File: config.mk
export PLATFORM = sky130hd
export DESIGN_NAME = led_status_ctl
export DESIGN_NICKNAME = d
export VERILOG_FILES = /design/src/rtl/led_status_pkg.sv /design/src/rtl/led_status_if.sv /design/src/rtl/act_stretch.sv /design/src/rtl/led_status_ctl.sv
export SDC_FILE = /design/constraint.sdc
export NUM_CORES = 1
export LEC_CHECK = 0
export ABC_AREA = 1
export BUFFER_PORTS_ARGS = -buffer_cell sky130_fd_sc_hd__buf_2
export CORE_UTILIZATION = 55
export DETAILED_ROUTE_END_ITERATION = 8
export PLACE_DENSITY_LB_ADDON = 0.25
export SYNTH_ARGS = -nofsm -noshare
export SYNTH_HDL_FRONTEND = slang
export SYNTH_SLANG_ARGS = --single-unit
File: constraint.sdc
create_clock -name clk -period 1.67 [get_ports clk]
set_clock_uncertainty 0.1 [all_clocks]
set_input_delay 0.0835 -clock clk [delete_from_list [all_inputs] [get_ports clk]]
set_output_delay 0.0835 -clock clk [all_outputs]
set_load 0.1 [all_outputs]
File: src/rtl/led_status_pkg.sv
// Shared state encodings for the LED/status controller and its activity channels.
package led_status_pkg;

  typedef enum logic [1:0] {
    CH_IDLE = 2'd0,
    CH_ON   = 2'd1,
    CH_OFF  = 2'd2
  } ch_state_t;

  typedef enum logic {
    PHY_HOLD = 1'b0,
    PHY_RUN  = 1'b1
  } phy_state_t;

endpackage

File: src/rtl/led_status_if.sv
// Activity bundle: trigger strobes in, stretched LED indications out.
interface led_status_if #(
  parameter int W = 1
);
  logic [W-1:0] trigger;
  logic [W-1:0] act_led;

  modport master (output trigger, input act_led);
  modport slave  (input trigger, output act_led);
endinterface

File: src/rtl/act_stretch.sv
// One activity-LED channel: stretches a trigger strobe to 2^STRETCH_W cycles,
// optionally followed by an equal dark phase so sustained traffic blinks.
module act_stretch
  import led_status_pkg::*;
#(
  parameter int STRETCH_W = 22,
  parameter bit BLINK     = 1'b1
)(
  input logic          clk,
  input logic          rstn,
  led_status_if.slave  bus
);

  localparam logic [STRETCH_W-1:0] ONE = {{(STRETCH_W-1){1'b0}}, 1'b1};

  ch_state_t            state_reg, state_next;
  logic [STRETCH_W-1:0] cnt_reg, cnt_next;
  logic                 pend_reg, pend_next;
  logic                 trig;

  assign trig        = bus.trigger[0];
  assign bus.act_led = (state_reg == CH_ON);

  always_ff @(posedge clk or negedge rstn) begin
    if (!rstn) begin
      state_reg <= CH_IDLE;
      cnt_reg   <= '0;
      pend_reg  <= 1'b0;
    end else begin
      state_reg <= state_next;
      cnt_reg   <= cnt_next;
      pend_reg  <= pend_next;
    end
  end

  always_comb begin
    state_next = state_reg;
    cnt_next   = cnt_reg;
    pend_next  = pend_reg;
    case (state_reg)
      CH_IDLE: begin
        if (trig) begin
          state_next = CH_ON;
          cnt_next   = '1;
        end
      end
      CH_ON: begin
        if (!BLINK && trig) begin
          cnt_next = '1;
        end else if (cnt_reg == '0) begin
          if (BLINK) begin
            state_next = CH_OFF;
            cnt_next   = '1;
          end else begin
            state_next = CH_IDLE;
          end
        end else begin
          cnt_next = cnt_reg - ONE;
        end
      end
      CH_OFF: begin
        if (trig) begin
          pend_next = 1'b1;
        end
        // A strobe in the last dark cycle still counts as pending traffic.
        if (cnt_reg == '0) begin
          if (pend_reg || trig) begin
            state_next = CH_ON;
            cnt_next   = '1;
            pend_next  = 1'b0;
          end else begin
            state_next = CH_IDLE;
          end
        end else begin
          cnt_next = cnt_reg - ONE;
        end
      end
      default: begin
        state_next = CH_IDLE;
        cnt_next   = '0;
        pend_next  = 1'b0;
      end
    endcase
  end

endmodule

File: src/rtl/led_status_ctl.sv
// Board status LEDs: per-channel activity stretchers, heartbeat/user LED and
// a PHY reset sequencer gated on a synchronised PLL lock.
module led_status_ctl
  import led_status_pkg::*;
#(
  parameter int N_ACT      = 2,
  parameter int STRETCH_W  = 22,
  parameter int BLINK      = 1,
  parameter int HB_W       = 27,
  parameter int PHY_HOLD_W = 22
)(
  input  logic             clk,
  input  logic             rstn,
  input  logic [N_ACT-1:0] trigger,
  input  logic             clk_locked,
  input  logic             phy_reset_req,
  input  logic             user_mode,
  input  logic             user_led,
  output logic [N_ACT-1:0] act_led,
  output logic             hb_led,
  output logic             phy_rstn,
  output logic             phy_ready
);

  localparam logic [HB_W-1:0]       HB_ONE  = {{(HB_W-1){1'b0}}, 1'b1};
  localparam logic [PHY_HOLD_W-1:0] PHY_ONE = {{(PHY_HOLD_W-1){1'b0}}, 1'b1};

  genvar gi;
  generate
    for (gi = 0; gi < N_ACT; gi++) begin : g_ch
      led_status_if #(.W(1)) ch_bus ();
      assign ch_bus.trigger = trigger[gi];
      assign act_led[gi]    = ch_bus.act_led[0];
      act_stretch #(
        .STRETCH_W (STRETCH_W),
        .BLINK     (BLINK != 0)
      ) u_ch (
        .clk  (clk),
        .rstn (rstn),
        .bus  (ch_bus.slave)
      );
    end
  endgenerate

  logic [HB_W-1:0] hb_reg;

  always_ff @(posedge clk or negedge rstn) begin
    if (!rstn) hb_reg <= '0;
    else       hb_reg <= hb_reg + HB_ONE;
  end

  assign hb_led = user_mode ? user_led : hb_reg[HB_W-1];

  // clk_locked comes straight from the PLL, unrelated to clk.
  logic [1:0] sync_reg;
  logic       locked_s;

  always_ff @(posedge clk or negedge rstn) begin
    if (!rstn) sync_reg <= 2'b00;
    else       sync_reg <= {sync_reg[0], clk_locked};
  end

  assign locked_s = sync_reg[1];

  phy_state_t            phy_state_reg, phy_state_next;
  logic [PHY_HOLD_W-1:0] phy_cnt_reg, phy_cnt_next;
  logic                  phy_rstn_reg, phy_rstn_next;
  logic                  phy_ready_reg, phy_ready_next;

  always_ff @(posedge clk or negedge rstn) begin
    if (!rstn) begin
      phy_state_reg <= PHY_HOLD;
      phy_cnt_reg   <= '0;
      phy_rstn_reg  <= 1'b0;
      phy_ready_reg <= 1'b0;
    end else begin
      phy_state_reg <= phy_state_next;
      phy_cnt_reg   <= phy_cnt_next;
      phy_rstn_reg  <= phy_rstn_next;
      phy_ready_reg <= phy_ready_next;
    end
  end

  always_comb begin
    phy_state_next = phy_state_reg;
    phy_cnt_next   = phy_cnt_reg;
    phy_ready_next = 1'b0;
    case (phy_state_reg)
      PHY_HOLD: begin
        if (!locked_s || phy_reset_req) begin
          phy_cnt_next = '0;
        end else if (&phy_cnt_reg) begin
          phy_state_next = PHY_RUN;
          phy_cnt_next   = '0;
          phy_ready_next = 1'b1;
        end else begin
          phy_cnt_next = phy_cnt_reg + PHY_ONE;
        end
      end
      PHY_RUN: begin
        if (!locked_s || phy_reset_req) begin
          phy_state_next = PHY_HOLD;
          phy_cnt_next   = '0;
        end
      end
      default: begin
        phy_state_next = PHY_HOLD;
        phy_cnt_next   = '0;
      end
    endcase
    // Registered from the next state so the pin is a clean flop output tracking RUN.
    phy_rstn_next = (phy_state_next == PHY_RUN);
  end

  assign phy_rstn  = phy_rstn_reg;
  assign phy_ready = phy_ready_reg;

endmodule

==> results of run 1 <==
==> timing repair <==
item,4_1_cts,5_1_grt
pin swaps,31,50
gates cloned,11,2
setup buffers,15,16
hold buffers,3,0
hold endpoints to repair,107,0
endpoints found under the setup margin,75,86
resized for setup,90,106
==> layout by cell type (no fill, tap or decap), types with 7 or more instances in the layout <==
master / n
nand2_1: 290
buf_4: 131
dfrtp_1: 102
inv_1: 85
nand3_1: 51
nor2_1: 48
xor2_1: 35
nor2_2: 32
nor2_4: 30
buf_6: 23
o21ai_1: 20
nand2_2: 19
o21ai_0: 17
nand3_2: 15
nand4_1: 12
xnor2_1: 12
nor3_1: 11
o22ai_1: 11
clkbuf_16: 11
a21oi_1: 10
buf_2: 9
ha_1: 8
inv_2: 7
nand3_4: 7
nand2_4: 7
==> final timing paths <==
kind,from,endpoint,slack (ns)
max,g_ch[1].u_ch.cnt_reg[17]$_DFFE_PN0P_,g_ch[1].u_ch.cnt_reg[20]$_DFFE_PN0P_,-0.16
min,rstn,hb_reg[24]$_DFF_PN0_,0.06
max reg2reg,g_ch[1].u_ch.cnt_reg[17]$_DFFE_PN0P_,g_ch[1].u_ch.cnt_reg[20]$_DFFE_PN0P_,-0.16
min reg2reg,sync_reg[0]$_DFF_PN0_,sync_reg[1]$_DFF_PN0_,0.27
max in group asynchronous,rstn,phy_cnt_reg[6]$_DFFE_PN0P_,0.86
min in group clk,trigger[0],g_ch[0].u_ch.pend_reg$_DFFE_PN0N_,0.07
==> cell type report <==
class                      count  share of cell area
timing repair buffer         173              0.1659
inverter                      96             0.04178
clock inverter                 6            0.005768
clock buffer                  10             0.02575
multi-input combinational    679              0.4505
tap                          143             0.02012
sequential                   103              0.2902
==> logic make-up after synthesis <==
group	synth area share
buf+inv	0.07692
mux	0.001757
flops	0.4022
compound gates	0.06950
simple gates	0.3586
fa+ha+maj	0.02538
xor+xnor	0.06560
==> layer usage <==
metal	up-vias	wire length, um
met2	268	9091
met4	0	606
met1	3112	7918
met5	-	0
met3	71	1305
li1	3173	-
==> synthesized netlist by cell type, drive strengths merged <==
cell type,number,share of area
ha,13,0.025
or2,3,0.0029
dfrtp,103,0.40
clkinv,1,0.00059
a21boi,5,0.0059
nand3b,5,0.0059
xnor2,13,0.018
nand4,12,0.012
nand3,73,0.063
buf,17,0.018
xor2,35,0.048
inv,95,0.056
clkbuf,5,0.0029
and3,1,0.00098
o21ai,44,0.038
o31ai,3,0.0035
nor2,104,0.070
nor3,19,0.018
nand2,315,0.19
mux2,1,0.0018
o22ai,12,0.012
a21oi,12,0.0094
o211ai,1,0.0012
==> metrics by stage <==
step	setup slack, ns	instance area (um^2)
after floorplan	-0.06383	6491
after global routing	-0.2537	8894
after detailed placement	-0.4126	7542
after CTS	-0.07392	8376
after global placement	-0.3123	7542
final	-0.1632	8894
==> critical path: cells and delay by family, from the launching register on <==
kind	cells	cell delay (ns)
compound gates	1	0.19
buf+inv	2	0.23
simple gates	7	0.80
flops	1	0.39
==> power by group <==
part	switching, uW	internal, uW	leakage [uW]
Combinational	4760	3490	0.00286
Sequential	502	3160	0.00132
Clock	1040	1040	0.000140
==> metrics, run 1 <==
status finished, violations left; Req. time, crit path 1.82 ns; die width between 100 and 150 um; final hold slack approximately 0.056 ns; met1 usage 0.3709; cell count after synthesis just under 900; RSZ-0062 raised after global routing true; max FFs per register 44; Lkg Pwr 0.004315 uW; n_diodes 0; PnR Total Power 14000 uW; Slew Viols, Final 0; Clock Sinks 103; Die ar. about 0.012 mm^2; wire per inst 15.64 um; Tightest Pin Transition approximately 0.56 ns; first-pass GRT wire length around 28 mm; Syn Area/Cell between 7 and 8 um^2; met2 usage 0.4862; Fillers ~730; total power divided by cell area ~1600 mW/mm^2; Rows 39; total global-route track usage 0.2948; gr ovfl total 0; final worst-path setup slack -0.1632 ns; Slew Limit Headroom 0.6247; max cap viols 0; CTS tree done; CP Capture Type register; slowest stage cell, crit path dfrtp_1; failing checks negative setup slack; 1st-iter DRT viols between 700 and 800; initial antenna violation count 0; root buf cell clkbuf_16; met3 GRT Util 0.07054; critical path class register to register; final setup TNS -5.560 ns; Post-Layout Cell Count approximately 1.2k; Clock Pin Slew Worst Setup and Hold Paths about 0.080 ns; vias in the first global route 6083; port buffer count 12; vias per cell around 5.5; Final setup viols around 70; r2r worst-path depth 10; register bit count reported by yosys roughly 100; area grow syn2layout 38.77%; HP Class primary input to asynchronous set/reset pin; clk buf depth 2; placed insts between 1k and 1.5k; Die Span Y 109.9 um; Routed WL around 19 mm; crit path DAT between 1.5 and 2 ns; DP HPWL between 10 and 15 mm; Routability Congestion about 0.89; final core occ 0.7822; Reg area about 0.0026 mm^2; Post-Syn Area 0.006409 mm^2; DR vias roughly 6.6k; drt pass-1 iters 7; H-tree depth 3; Top Usage Layer GRT met2; Mapped Nets 913; VDD IR max around 0.0018 V; Core Box Area 0.01137 mm^2; Max Fanout on Critical Path 5; min cycle time layout between 1.5 and 2 ns; Worst path max stage delay slightly below 0.4 ns; fmax around 0.55 GHz; Starting Density 0.5637; Multi-input gate area around 0.0040 mm^2; Routed Antenna Nets 0; CP Cell Sequence nor2_2 -> nand3_2 -> nor2_4 -> nand3_4 -> o21ai_4 -> buf_6 -> buf_6 -> nor2_4 -> nand2_1 -> nand2_1; layout cells sized above 1 0.3177; Final Hold Fails 0; DRC 0; clk_lat worst skew 0.36 ns; Num CTS Buffers 9; largest net degree at the start of global routing 48; post-synthesis sequential area ratio 0.4022; warnings from Yosys 0; # nets final about 1.1k; I/O pins 13; Yosys cell types 35; CP startpoint kind register; period utilization 1.098
No activity file was read; power rests on OpenSTA's default activity.
==> inputs of run 2 (changes only) <==
--- a/config.mk
+++ b/config.mk
@@ -10,6 +10,7 @@
 export CORE_UTILIZATION = 55
 export DETAILED_ROUTE_END_ITERATION = 8
 export PLACE_DENSITY_LB_ADDON = 0.25
+export SETUP_SLACK_MARGIN = 0.02
 export SYNTH_ARGS = -nofsm -noshare
 export SYNTH_HDL_FRONTEND = slang
 export SYNTH_SLANG_ARGS = --single-unit
==> run 2 against run 1 <==
Compared with the run above:
- the run still ends with negative setup slack left
- highest routed layer unchanged
- maximum frequency is 0.88% higher
- via count is 0.91% lower
- routed wire length fell by 3.6%
- clock-buffer cell count shrank 1
- critical path depth decreased by 1
- largest power group unchanged
==> metrics, run 2 (synthesis gave the netlist of run 1 again) <==
layout cells sized above 1 0.3436; FF-to-FF End g_ch[1].u_ch.cnt_reg[0]$_DFFE_PN0P_; fmax about 0.55 GHz; first-pass GRT wire length between 20 and 30 mm; CTS tree done; die width approximately 110 um; crit-path most repeated cell nor2_4; Lkg Pwr around 0.0043 uW; CP startpoint kind register; gr ovfl total 0; Num CTS Buffers 9; Top Layer Used met4; area grow syn2layout 42.03%; n_diodes 0; total global-route track usage 0.3006; vias per cell between 5 and 6; commonest non-fill, non-tap cell in the layout nand2_1; slowest stage cell, crit path dfrtp_1; # nets final 1087; Starting Density 0.5637; port buffer count 12; DR vias ~6.6k; failing checks negative setup slack; placed instance area between 0.007 and 0.008 mm^2; crit path DAT 1.96 ns; vias in the first global route between 6k and 7k; Met3 Routed Length approximately 1.0 mm; Routed Antenna Nets 0; VDD IR max roughly 0.0016 V; Final setup viols just under 70; Tightest Pin Transition between 0.4 and 0.5 ns; total power divided by cell area ~1600 mW/mm^2; Clock Pin Slew Worst Setup and Hold Paths 0.08 ns; clk buf depth 2; Routed WL between 15 and 20 mm; drt pass-1 iters 5; Die ar. between 0.01 and 0.015 mm^2; R2R setup slack -0.15 ns; Rows 39; 1st-iter DRT viols approximately 660; Slew Limit Headroom 0.6811; Req. time, crit path 1.81 ns; largest net degree at the start of global routing 43; CP Cell Sequence nor2_2 -> nand3_2 -> nor2_4 -> nand3_4 -> o21ai_4 -> buf_12 -> nor2_4 -> o21ai_1 -> nand2_1; wl on met1 ~7.4 mm; DRC 0; period utilization 1.088; CP Buf/Inv Count 1; routed wl met2 roughly 9.2 mm; clk_lat worst skew approximately 0.36 ns; Core Box Area 0.01137 mm^2; family with the most delay on the worst path simple AND/OR/NAND/NOR gates; most frequent cells in the layout nand2_1, buf_4, dfrtp_1; Max Fanout on Critical Path 6; root buf cell clkbuf_16; H-tree depth 3; initial antenna violation count 0; Routability Congestion approximately 0.87; min cycle time layout between 1.5 and 2 ns; RSZ-0062 raised after global routing true; Final Instance Area 0.009102 mm^2; CP Capture Type register; r2r worst-path depth 9; DP HPWL about 10 mm; Clock Sinks ~100; Fillers 704; max FFs per register 44; I/O pins 13; final hold slack 0.09689 ns; critical path class register to register; PnR Total Power between 10000 and 15000 uW; Final Hold Fails 0; wire per inst around 15 um; Reg-to-Reg Start g_ch[1].u_ch.cnt_reg[17]$_DFFE_PN0P_; Die Span Y around 110 um; final worst-path setup slack -0.1472 ns; max cap viols 0; HP Class primary input to asynchronous set/reset pin; Slew Viols, Final 0; final setup TNS -5.870 ns; Worst path max stage delay 0.39 ns; status finished, violations left
## run 2: changes by cell type in the layout (fill, tap and decap cells not counted), sizes merged
cell and change:
inv -2, nor2 -1, clkinvlp +3, nand2 -2, buf +9, clkbuf -3
## run 2: routing by layer
| metal | vias up | global-route usage |
|---|---|---|
| li1 | 3177 | - |
| met3 | 59 | 0.07113 |
| met5 | - | 0 |
| met1 | 3103 | 0.3673 |
| met2 | 225 | 0.5063 |
| met4 | 0 | 0.1267 |
## run 2: how the worst max path moves through the flow
stage                                    startpoint                                    to  cells after the start
6_report       g_ch[1].u_ch.cnt_reg[17]$_DFFE_PN0P_   g_ch[1].u_ch.cnt_reg[0]$_DFFE_PN0P_                      9
2_1_floorplan   g_ch[0].u_ch.cnt_reg[0]$_DFFE_PN0P_   g_ch[0].u_ch.cnt_reg[0]$_DFFE_PN0P_                     10
3_3_place_gp    g_ch[1].u_ch.cnt_reg[0]$_DFFE_PN0P_   g_ch[1].u_ch.cnt_reg[1]$_DFFE_PN0P_                      9
5_1_grt         g_ch[0].u_ch.cnt_reg[0]$_DFFE_PN0P_  g_ch[0].u_ch.cnt_reg[21]$_DFFE_PN0P_                     11
4_1_cts         g_ch[0].u_ch.cnt_reg[0]$_DFFE_PN0P_  g_ch[0].u_ch.cnt_reg[21]$_DFFE_PN0P_                     11
3_5_place_dp    g_ch[1].u_ch.cnt_reg[0]$_DFFE_PN0P_   g_ch[1].u_ch.cnt_reg[3]$_DFFE_PN0P_                      9
## run 2: power breakdown
part,internal [uW],switching [uW]
clock network,1060,1060
logic,3790,4780
registers,3170,447
## run 2: final cells by class
type / count / area, um^2 / area share
Timing Repair Buffer: 180 / 1575 / 0.1731
Multi-Input combinational cell: 676 / 4088 / 0.4491
Clock buffer: 9 / 225.2 / 0.02474
Sequential cell: 103 / 2581 / 0.2836
Inverter: 96 / 380.4 / 0.04179
Tap cell: 143 / 178.9 / 0.01966
Clock inverter: 7 / 73.82 / 0.008110
## run 2: metrics by stage
step           cells  worst slack (ns)  utilization
2_1_floorplan    892          -0.06383            -
3_3_place_gp    1152           -0.3037       0.6691
3_5_place_dp    1152           -0.4098       0.6691
4_1_cts         1200          -0.09952       0.7638
5_1_grt         1214           -0.2177       0.8006
6_report        1214           -0.1472       0.8006
## run 2: what timing repair did
| action | in CTS | in global routing |
|---|---|---|
| gates resized for setup | 122 | 86 |
| hold buffers | 3 | 0 |
| endpoints found under the hold margin | 107 | 0 |
| gates cloned | 8 | 0 |
| endpoints found under the setup margin | 75 | 88 |
| pin swaps | 47 | 48 |
| setup buffers | 22 | 16 |
